===== src/rtl/stim_pkg.sv =====
// Shared types and constants for the stimulus pattern generator.
// Holds the FSM state encoding, the jitter LFSR tap mask and the counter sizing helper.
package stim_pkg;

   typedef enum logic [2:0] {
      S_IDLE,
      S_RST,
      S_TOGGLE,
      S_SWITCH,
      S_WAIT
   } state_t;

   // x^8+x^6+x^5+x^4+1 with the register shifting towards bit 7
   localparam logic [7:0] LFSR_TAPS = 8'hB8;
   localparam int         JITTER_W  = 3;

   // A counter that has to hold max_val needs $clog2(max_val+1) bits, and always at least one.
   function automatic int cnt_w(input int max_val);
      return (max_val < 1) ? 1 : $clog2(max_val + 1);
   endfunction

endpackage


===== src/rtl/stim_lfsr.sv =====
// 8-bit Fibonacci LFSR that supplies toggle-period jitter.
// The load input reseeds the register so that every run repeats the same sequence.
module stim_lfsr
   import stim_pkg::*;
#(
   parameter logic [7:0] SEED = 8'hA5
) (
   input  logic                clock,
   input  logic                reset,
   input  logic                load,
   input  logic                step,
   output logic [JITTER_W-1:0] jitter
);

   logic [7:0] q;
   logic       feedback;

   assign feedback = ^(q & LFSR_TAPS);
   assign jitter   = q[JITTER_W-1:0];

   always_ff @(posedge clock) begin
      if (reset || load) begin
         q <= SEED;
      end else if (step) begin
         q <= {q[6:0], feedback};
      end
   end

endmodule


===== src/rtl/stim_pattern_gen.sv =====
// Stimulus sequencer: reset pulse, button toggling, one switch flip, then an idle wait; single-shot or looping.
// Define STIM_JITTER_EN to stretch each toggle period by 0..7 cycles taken from a reseeded LFSR.
module stim_pattern_gen
   import stim_pkg::*;
#(
   parameter int         CHANNELS      = 4,
   parameter int         TOGGLE_PERIOD = 10,
   parameter int         TOGGLE_COUNT  = 34,
   parameter int         RST_CYCLES    = 2,
   parameter int         IDLE_CYCLES   = 100,
   parameter logic [7:0] LFSR_SEED     = 8'hA5,
   localparam int        CH_W          = (CHANNELS > 1) ? $clog2(CHANNELS) : 1
) (
   input  logic                clock,
   input  logic                reset,
   input  logic                start,
   input  logic                stop,
   input  logic                continuous,
   input  logic                rr_mode,
   input  logic [CH_W-1:0]     ch_sel,
   output logic                stim_reset,
   output logic [CHANNELS-1:0] button,
   output logic                switch,
   output logic                busy,
   output logic                done
);

`ifdef STIM_JITTER_EN
   localparam int PER_MAX = TOGGLE_PERIOD + (1 << JITTER_W) - 1;
`else
   localparam int PER_MAX = TOGGLE_PERIOD;
`endif
   localparam int PER_W  = cnt_w(PER_MAX);
   localparam int TOG_W  = cnt_w(TOGGLE_COUNT);
   localparam int RST_W  = cnt_w(RST_CYCLES);
   localparam int WAIT_W = cnt_w(IDLE_CYCLES);

   state_t            state;
   logic [RST_W-1:0]  rst_cnt;
   logic [PER_W-1:0]  period_cnt;
   logic [TOG_W-1:0]  toggle_cnt;
   logic [WAIT_W-1:0] wait_cnt;
   logic              rr_q;
   logic [CH_W-1:0]   start_ch;
   logic [CH_W-1:0]   cur_ch;
   logic [CH_W-1:0]   next_ch;
   logic [CH_W-1:0]   sel_clamped;
   logic [PER_W-1:0]  period_last;
   logic              period_end;

   assign sel_clamped = (int'(ch_sel) >= CHANNELS) ? '0 : ch_sel;
   assign next_ch     = (cur_ch == CH_W'(CHANNELS - 1)) ? '0 : cur_ch + 1'b1;
   assign period_end  = (state == S_TOGGLE) && (period_cnt == period_last);

`ifdef STIM_JITTER_EN
   logic [JITTER_W-1:0] jitter;

   // Held in load for the whole S_RST phase, so each run starts from the seed.
   stim_lfsr #(
      .SEED(LFSR_SEED)
   ) u_lfsr (
      .clock (clock),
      .reset (reset),
      .load  (state == S_RST),
      .step  (period_end),
      .jitter(jitter)
   );

   assign period_last = PER_W'(TOGGLE_PERIOD - 1) + PER_W'(jitter);
`else
   logic unused_seed;

   assign unused_seed = ^{LFSR_SEED, LFSR_TAPS};
   assign period_last = PER_W'(TOGGLE_PERIOD - 1);
`endif

   always_ff @(posedge clock) begin
      if (reset) begin
         state      <= S_IDLE;
         stim_reset <= 1'b0;
         button     <= '0;
         switch     <= 1'b0;
         busy       <= 1'b0;
         done       <= 1'b0;
         rst_cnt    <= '0;
         period_cnt <= '0;
         toggle_cnt <= '0;
         wait_cnt   <= '0;
         rr_q       <= 1'b0;
         start_ch   <= '0;
         cur_ch     <= '0;
      end else begin
         done <= 1'b0;
         // NOTE: stop is tested ahead of the state case so that it overrides every transition below.
         if (stop && (state != S_IDLE)) begin
            state      <= S_IDLE;
            stim_reset <= 1'b0;
            button     <= '0;
            busy       <= 1'b0;
         end else begin
            case (state)
               S_IDLE: begin
                  if (start && !stop) begin
                     state      <= S_RST;
                     stim_reset <= 1'b1;
                     busy       <= 1'b1;
                     rst_cnt    <= '0;
                     rr_q       <= rr_mode;
                     start_ch   <= rr_mode ? '0 : sel_clamped;
                     cur_ch     <= rr_mode ? '0 : sel_clamped;
                  end
               end
               S_RST: begin
                  if (rst_cnt == RST_W'(RST_CYCLES - 1)) begin
                     state      <= S_TOGGLE;
                     stim_reset <= 1'b0;
                     period_cnt <= '0;
                     toggle_cnt <= '0;
                  end else begin
                     rst_cnt <= rst_cnt + 1'b1;
                  end
               end
               S_TOGGLE: begin
                  if (period_end) begin
                     period_cnt     <= '0;
                     button[cur_ch] <= ~button[cur_ch];
                     toggle_cnt     <= toggle_cnt + 1'b1;
                     if (rr_q) begin
                        cur_ch <= next_ch;
                     end
                     if (toggle_cnt == TOG_W'(TOGGLE_COUNT - 1)) begin
                        state <= S_SWITCH;
                     end
                  end else begin
                     period_cnt <= period_cnt + 1'b1;
                  end
               end
               S_SWITCH: begin
                  switch   <= ~switch;
                  state    <= S_WAIT;
                  wait_cnt <= '0;
               end
               S_WAIT: begin
                  if (wait_cnt == WAIT_W'(IDLE_CYCLES - 1)) begin
                     if (continuous) begin
                        state      <= S_RST;
                        stim_reset <= 1'b1;
                        rst_cnt    <= '0;
                        cur_ch     <= start_ch;
                     end else begin
                        state <= S_IDLE;
                        busy  <= 1'b0;
                        done  <= 1'b1;
                     end
                  end else begin
                     wait_cnt <= wait_cnt + 1'b1;
                  end
               end
               default: state <= S_IDLE;
            endcase
         end
      end
   end

endmodule

===== config.mk =====
export PLATFORM = sky130hd
export DESIGN_NAME = stim_pattern_gen
export DESIGN_NICKNAME = d
export VERILOG_FILES = /design/src/rtl/stim_pkg.sv /design/src/rtl/stim_lfsr.sv /design/src/rtl/stim_pattern_gen.sv
export SDC_FILE = /design/constraint.sdc
export NUM_CORES = 1
export LEC_CHECK = 0
export CAP_MARGIN = 20
export CORE_MARGIN = 5
export CORE_UTILIZATION = 45
export CTS_CLUSTER_SIZE = 16
export DETAILED_ROUTE_END_ITERATION = 8
export PLACE_DENSITY = 0.65
export SKIP_CTS_REPAIR_TIMING = 1
export SLEW_MARGIN = 25
export SYNTH_ARGS = -nofsm -noshare
export SYNTH_HDL_FRONTEND = slang
export SYNTH_SLANG_ARGS = --single-unit
export TNS_END_PERCENT = 100

===== constraint.sdc =====
create_clock -name clock -period 1.54 [get_ports clock]
set_input_delay 0.385 -clock clock [delete_from_list [all_inputs] [get_ports clock]]
set_output_delay 0.385 -clock clock [all_outputs]
set_load 0.01 [all_outputs]

==> flow_metrics.env, run 1 <==
export IMPL_period_minus_slack_ps=1730
export IMPL_wl_met2_mm=2.48
export IMPL_ys_flop_type="dfxtp_1"
export IMPL_max_freq_mhz=577
export IMPL_power_uw=1830
export IMPL_port_buffer_count=15
export IMPL_synth_cells=219
export IMPL_slowest_stage="a221oi_2"
export IMPL_wirelength_mm=5.24
export IMPL_ant_nets=0
export IMPL_slew_violations=0
export IMPL_r2r_cells=6
export IMPL_die_area_um2=5770
export IMPL_die_w_um=76.0
export IMPL_yosys_area_top_type_share_pct=35.8
export IMPL_reg2reg_slack_ps=-190
export IMPL_worstSetupPathType="register to register"
export IMPL_wire_per_inst_um=14.9
export IMPL_fin_crit_sh_pct=112
export IMPL_yosys_top_cells_area="dfxtp_1, ha_1, a21oi_1"
export IMPL_async_flop_share_pct=0
export IMPL_pin_count=16
export IMPL_grtUsageTotal_pct=16.3
export IMPL_clockRootBuffer="clkbuf_8"
export IMPL_dp_cells=333
export IMPL_first_pass_iters=4
export IMPL_drv_cap=0
export IMPL_grt_antenna_before_repair=0
export IMPL_cts_sink_count=35
export IMPL_grt_start_max_net_pins=22
export IMPL_grt_first_pass_wirelength_mm=7.96
export IMPL_avgSynthCellArea_um2=8.94
export IMPL_detail_route_vias_per_cell=5.61
export IMPL_fin_cells=352
export IMPL_vias=1975
export IMPL_synth_distinct_cells=61
export IMPL_ys_seq_area_share_pct=35.8
export IMPL_cts_tree="built"
export IMPL_syn_nets=237
export IMPL_rsz0062_at_grt="true"
export IMPL_violations="setup timing"
export IMPL_r2r_start="period_cnt[1]$_SDFFE_PP0P_"
export IMPL_highest_layer="met4"
export IMPL_dpl_hpwl_mm=3.45
export IMPL_cp_required_ps=1730
export IMPL_yosysMostFrequentCell="dfxtp_1"
export IMPL_syn_area_um2=1960
export IMPL_skew_ps=5.76
export IMPL_drive_above_1_share_pct=41.0
export IMPL_chipHeight_um=76.0
export IMPL_hold_path_cell_count=2
export IMPL_maxSlewHeadroom_pct=74.2
export IMPL_synth_commonest_cells="dfxtp_1, a21oi_1, nand2_1, nor2_1"
export IMPL_wl_met3_um=176
export IMPL_clkTransAtPathRegs_ps=70
export IMPL_drtIter0Drc=115
export IMPL_yosys_warnings=0
export IMPL_power_leakage_uw=0.00133
export IMPL_design_core_area_um2=4290
export IMPL_gp_congestion=0.843
export IMPL_critPathLaunchType="register"
export IMPL_clock_latency_ps=290
export IMPL_endpoint_kind="register"
export IMPL_synth_edff_count=0
export IMPL_timing_rr_end="cur_ch[1]$_SDFFE_PP0P_"
export IMPL_syn_to_final_growth_pct=52.4
export IMPL_rows=24
export IMPL_grt_pass1_vias=1775
export IMPL_dp_slack_ps=-484
export IMPL_htreeDepth=2
export IMPL_synth_seq_cells=35
export IMPL_path_cells="inv_2 > ha_4 > nand3b_1 > a221oi_2 > o221a_2 > mux2_4"
export IMPL_wl_met1_mm=2.50
export IMPL_cp_slowest_stage_delay_ps=350
export IMPL_powerDensity_nw_per_um2=614
export IMPL_setup_violations=18
export IMPL_min_from="start_ch[1]$_SDFFE_PP0P_"
export IMPL_hold_viol=0
export IMPL_clockBufferDepth=2
export IMPL_synth_top_area_cell="dfxtp_1"
export IMPL_fin_ws_ps=-192
export IMPL_status="finished with violations"
export IMPL_start_util_pct=45.6
export IMPL_cp_max_fo=3
export IMPL_n_antenna_cell=0
export IMPL_arrival_ps=1920
export IMPL_worst_slew_pin_slew_ps=383
export IMPL_utilization_pct=69.5
export IMPL_ir_drop_mv=0.379
export IMPL_fin_nets=317
export IMPL_min_to="start_ch[1]$_SDFFE_PP0P_"
export IMPL_hold_class="register to register"
export IMPL_drc_errors=0
export IMPL_setup_tns_final_ps=-1640
export IMPL_cts_inserted_buffers=5
export IMPL_grt_overflow=0
how the worst max path moves through the flow:
stage | start | to | slack, ps | depth (start not counted)
global placement | reset | wait_cnt[3]$_SDFFE_PP0P_ | -460 | 5
detailed placement | stop | toggle_cnt[4]$_SDFFE_PP0P_ | -480 | 5
global route | period_cnt[1]$_SDFFE_PP0P_ | cur_ch[1]$_SDFFE_PP0P_ | -270 | 6
floorplan | period_cnt[1]$_SDFFE_PP0P_ | cur_ch[1]$_SDFFE_PP0P_ | -40 | 6
CTS | reset | wait_cnt[3]$_SDFFE_PP0P_ | -170 | 5
finish | period_cnt[1]$_SDFFE_PP0P_ | cur_ch[1]$_SDFFE_PP0P_ | -190 | 6
registers in the layout, summed over array words and instances (netlist names):
signal	count
done	1
busy	1
start_ch	2
rr_q	1
rst_cnt	2
switch	1
button	4
toggle_cnt	6
stim_reset	1
state	3
period_cnt	4
cur_ch	2
wait_cnt	7
placed cells by master (no fill, tap or decap), drive strengths merged, types with 4 or more instances in the layout:
cell type       n
nand3b          4
nor4b           4
a311oi          5
nor3b           4
clkbuf          5
nand2          17
ha             10
nor2           13
dlymetal6s2s   10
clkinv          4
nand3          10
inv             7
clkdlybuf4s50   5
mux2i           5
dfxtp          35
o21ai          11
a21o            4
nor3            4
buf            65
a21oi          19
where the power goes:
group	internal (uW)	switching (uW)	total (uW)	leakage [uW]
combinational	130	117	247	0.000991
sequential	915	13.0	928	0.000287
clock	309	348	657	0.0000477
total	1350	478	1830	0.00133
critical path: cells and delay by family (launching register included):
family / cells / cell delay, ps
AOI/OAI and AO/OA: 2 / 620
and+or+nand+nor: 1 / 200
DFF: 1 / 330
muxes: 1 / 300
buffers and inverters: 1 / 60
adders and majority gates: 1 / 110
cells by family after synthesis:
kind of cell             Yosys count  synth area share (%)
flip-flops                        35                  35.8
AO/OA/AOI/OAI                     65                  23.3
AND/OR/NAND/NOR                   84                  25.8
buffers and inverters             16                  3.45
adder cells (fa/ha/maj)           10                  6.39
multiplexers                       8                  4.86
XOR/XNOR                           1                 0.447
per-stage QoR:
step	instance area [um2]	hold WS, ps
final	2980	462
after global routing	2980	492
after CTS	2680	460
after detailed placement	2600	446
after global placement	2600	442
after floorplan	2010	435
layer usage:
layer | vias up | GRT usage (%)
met5 | - | 0
met4 | 0 | 5.87
li1 | 996 | -
met2 | 30 | 24.5
met3 | 9 | 4.03
met1 | 940 | 22.6
area by class of cell:
class | instances | area, um2
inverter | 8 | 30.0
timing repair buffer | 80 | 706
sequential | 35 | 719
fill | 323 | 1310
tap | 52 | 65.1
clock buffer | 5 | 68.8
clock inverter | 3 | 15.0
multi-input combinational | 169 | 1380
(Power assumes the default switching activity.)
==> inputs of run 2 (changes only) <==
--- a/config.mk
+++ b/config.mk
@@ -11,6 +11,7 @@
 export CTS_CLUSTER_SIZE = 16
 export DETAILED_ROUTE_END_ITERATION = 8
 export PLACE_DENSITY = 0.65
+export RECOVER_POWER = 25
 export SKIP_CTS_REPAIR_TIMING = 1
 export SLEW_MARGIN = 25
 export SYNTH_ARGS = -nofsm -noshare
==> flow_metrics.env, run 2 (synthesized netlist as in run 1, its figures left out) <==
export IMPL_violations="setup timing"
export IMPL_grt_start_max_net_pins=22
export IMPL_fillers=324
export IMPL_wire_per_inst_um=14.8
export IMPL_largest_reg_flops=7
export IMPL_wirelength_mm=5.21
export IMPL_cp_max_fo=3
export IMPL_max_freq_mhz=577
export IMPL_power_uw=1830
export IMPL_slew_violations=0
export IMPL_final_cell_mix="buf_4, dfxtp_1, nand2_1"
export IMPL_grtUsageTotal_pct=16.3
export IMPL_first_pass_iters=4
export IMPL_setup_violations=18
export IMPL_cts_tree="built"
export IMPL_cp_required_ps=1730
export IMPL_ir_drop_mv=0.381
export IMPL_power_leakage_uw=0.00126
export IMPL_die_area_um2=5770
export IMPL_clkTransAtPathRegs_ps=70
export IMPL_design_area_um2=2970
export IMPL_htreeDepth=2
export IMPL_regArea_um2=719
export IMPL_detail_route_vias_per_cell=5.62
export IMPL_registers_top_by_ff_count="wait_cnt"
export IMPL_cts_sink_count=35
export IMPL_powerDensity_nw_per_um2=617
export IMPL_clockRootBuffer="clkbuf_8"
export IMPL_drive_above_1_share_pct=41.0
export IMPL_n_antenna_cell=0
export IMPL_skew_ps=5.67
export IMPL_hold_class="register to register"
export IMPL_design_core_area_um2=4290
export IMPL_syn_to_final_growth_pct=51.9
export IMPL_worst_slew_pin_slew_ps=384
export IMPL_gp_congestion=0.843
export IMPL_arrival_ps=1920
export IMPL_drtIter0Drc=104
export IMPL_ant_nets=0
export IMPL_clock_latency_ps=300
export IMPL_cp_slowest_stage_delay_ps=350
export IMPL_multi_input_area_um2=1380
export IMPL_drc_errors=0
export IMPL_vias=1977
export IMPL_status="finished with violations"
export IMPL_worst_path_buf_inv=1
export IMPL_path_cells="inv_2 > ha_4 > nand3b_1 > a221oi_2 > o221a_2 > mux2_4"
export IMPL_reg_top3="wait_cnt: 7 flops, toggle_cnt: 6 flops"
export IMPL_rsz0062_at_grt="true"
export IMPL_slowest_stage="a221oi_2"
export IMPL_fin_crit_sh_pct=112
export IMPL_grt_antenna_before_repair=0
export IMPL_placed_area_um2=2600
export IMPL_dpl_hpwl_mm=3.45
export IMPL_dp_slack_ps=-484
export IMPL_fin_nets=317
export IMPL_hold_viol=0
export IMPL_endpoint_kind="register"
export IMPL_cp_top_family="compound AO/OA/AOI/OAI gates"
export IMPL_grt_overflow=0
export IMPL_dp_cells=333
export IMPL_grt_pass1_vias=1775
export IMPL_chipHeight_um=76.0
export IMPL_grt_first_pass_wirelength_mm=7.96
export IMPL_start_util_pct=45.6
export IMPL_rows=24
export IMPL_maxSlewHeadroom_pct=74.1
export IMPL_port_buffer_count=15
export IMPL_worstSetupPathType="register to register"
export IMPL_cts_inserted_buffers=5
export IMPL_clockBufferDepth=2
export IMPL_fin_cells=352
export IMPL_fin_ws_ps=-192
export IMPL_critPathLaunchType="register"
export IMPL_die_w_um=76.0
export IMPL_period_minus_slack_ps=1730
export IMPL_final_common_cell="buf_4"
export IMPL_drv_cap=0
export IMPL_pin_count=16
## run 2: changes by cell type in the layout (fill, tap and decap cells not counted)
cell             before  now
clkdlybuf4s25_1       0    4
dlymetal6s2s_1       10    6
## run 2: worst min-delay path, stage by stage, from the launching register on
cell and delay, ps:
dfxtp_1 310, nand2_1 50, a21oi_1 50
## run 2: per-stage QoR
step | TNS, ps | hold WS [ps] | util, %
3_3_place_gp | -10790 | 442 | 60.5
2_1_floorplan | -95.1 | 435 | -
3_5_place_dp | -11120 | 446 | 60.5
5_1_grt | -3410 | 492 | 69.3
6_report | -1640 | 462 | 69.3
4_1_cts | -2890 | 460 | 62.4
## run 2: cell type report
cell class                 instances  share of cell area [%]
tap                               52                    2.19
inverter                           8                    1.01
timing repair buffer              80                    23.4
clock inverter                     3                   0.505
clock buffer                       5                    2.31
multi-input combinational        169                    46.4
sequential                        35                    24.2
## run 2: metal layers
| metal | global-route usage, % | share of wire [%] | up-vias |
|---|---|---|---|
| li1 | - | - | 995 |
| met4 | 5.87 | 1.4 | 0 |
| met3 | 4.03 | 3.3 | 7 |
| met5 | 0 | 0 | - |
| met1 | 22.6 | 48 | 933 |
| met2 | 24.5 | 47 | 42 |
## run 2: report_power, final
| part | internal, uW | switching [uW] | leakage (uW) |
|---|---|---|---|
| Sequential | 915 | 13.2 | 0.000287 |
| Combinational | 130 | 116 | 0.000921 |
| Clock | 309 | 350 | 0.0000477 |
| Total | 1350 | 480 | 0.00126 |
## run 2: final timing paths
check,start,to,slack [ps],cells after the start
setup / recovery,period_cnt[1]$_SDFFE_PP0P_,cur_ch[1]$_SDFFE_PP0P_,-190,6
hold / removal,start_ch[1]$_SDFFE_PP0P_,start_ch[1]$_SDFFE_PP0P_,460,2
setup reg to reg,period_cnt[1]$_SDFFE_PP0P_,cur_ch[1]$_SDFFE_PP0P_,-190,6
hold reg to reg,start_ch[1]$_SDFFE_PP0P_,start_ch[1]$_SDFFE_PP0P_,460,2
==> inputs of run 3 (changes only) <==
--- a/config.mk
+++ b/config.mk
@@ -8,7 +8,6 @@
 export CAP_MARGIN = 20
 export CORE_MARGIN = 5
 export CORE_UTILIZATION = 45
-export CTS_CLUSTER_SIZE = 16
 export DETAILED_ROUTE_END_ITERATION = 8
 export PLACE_DENSITY = 0.65
 export RECOVER_POWER = 25
==> results of run 3 <==
No change in the layout: final DEF, timing and power equal those of run 2.
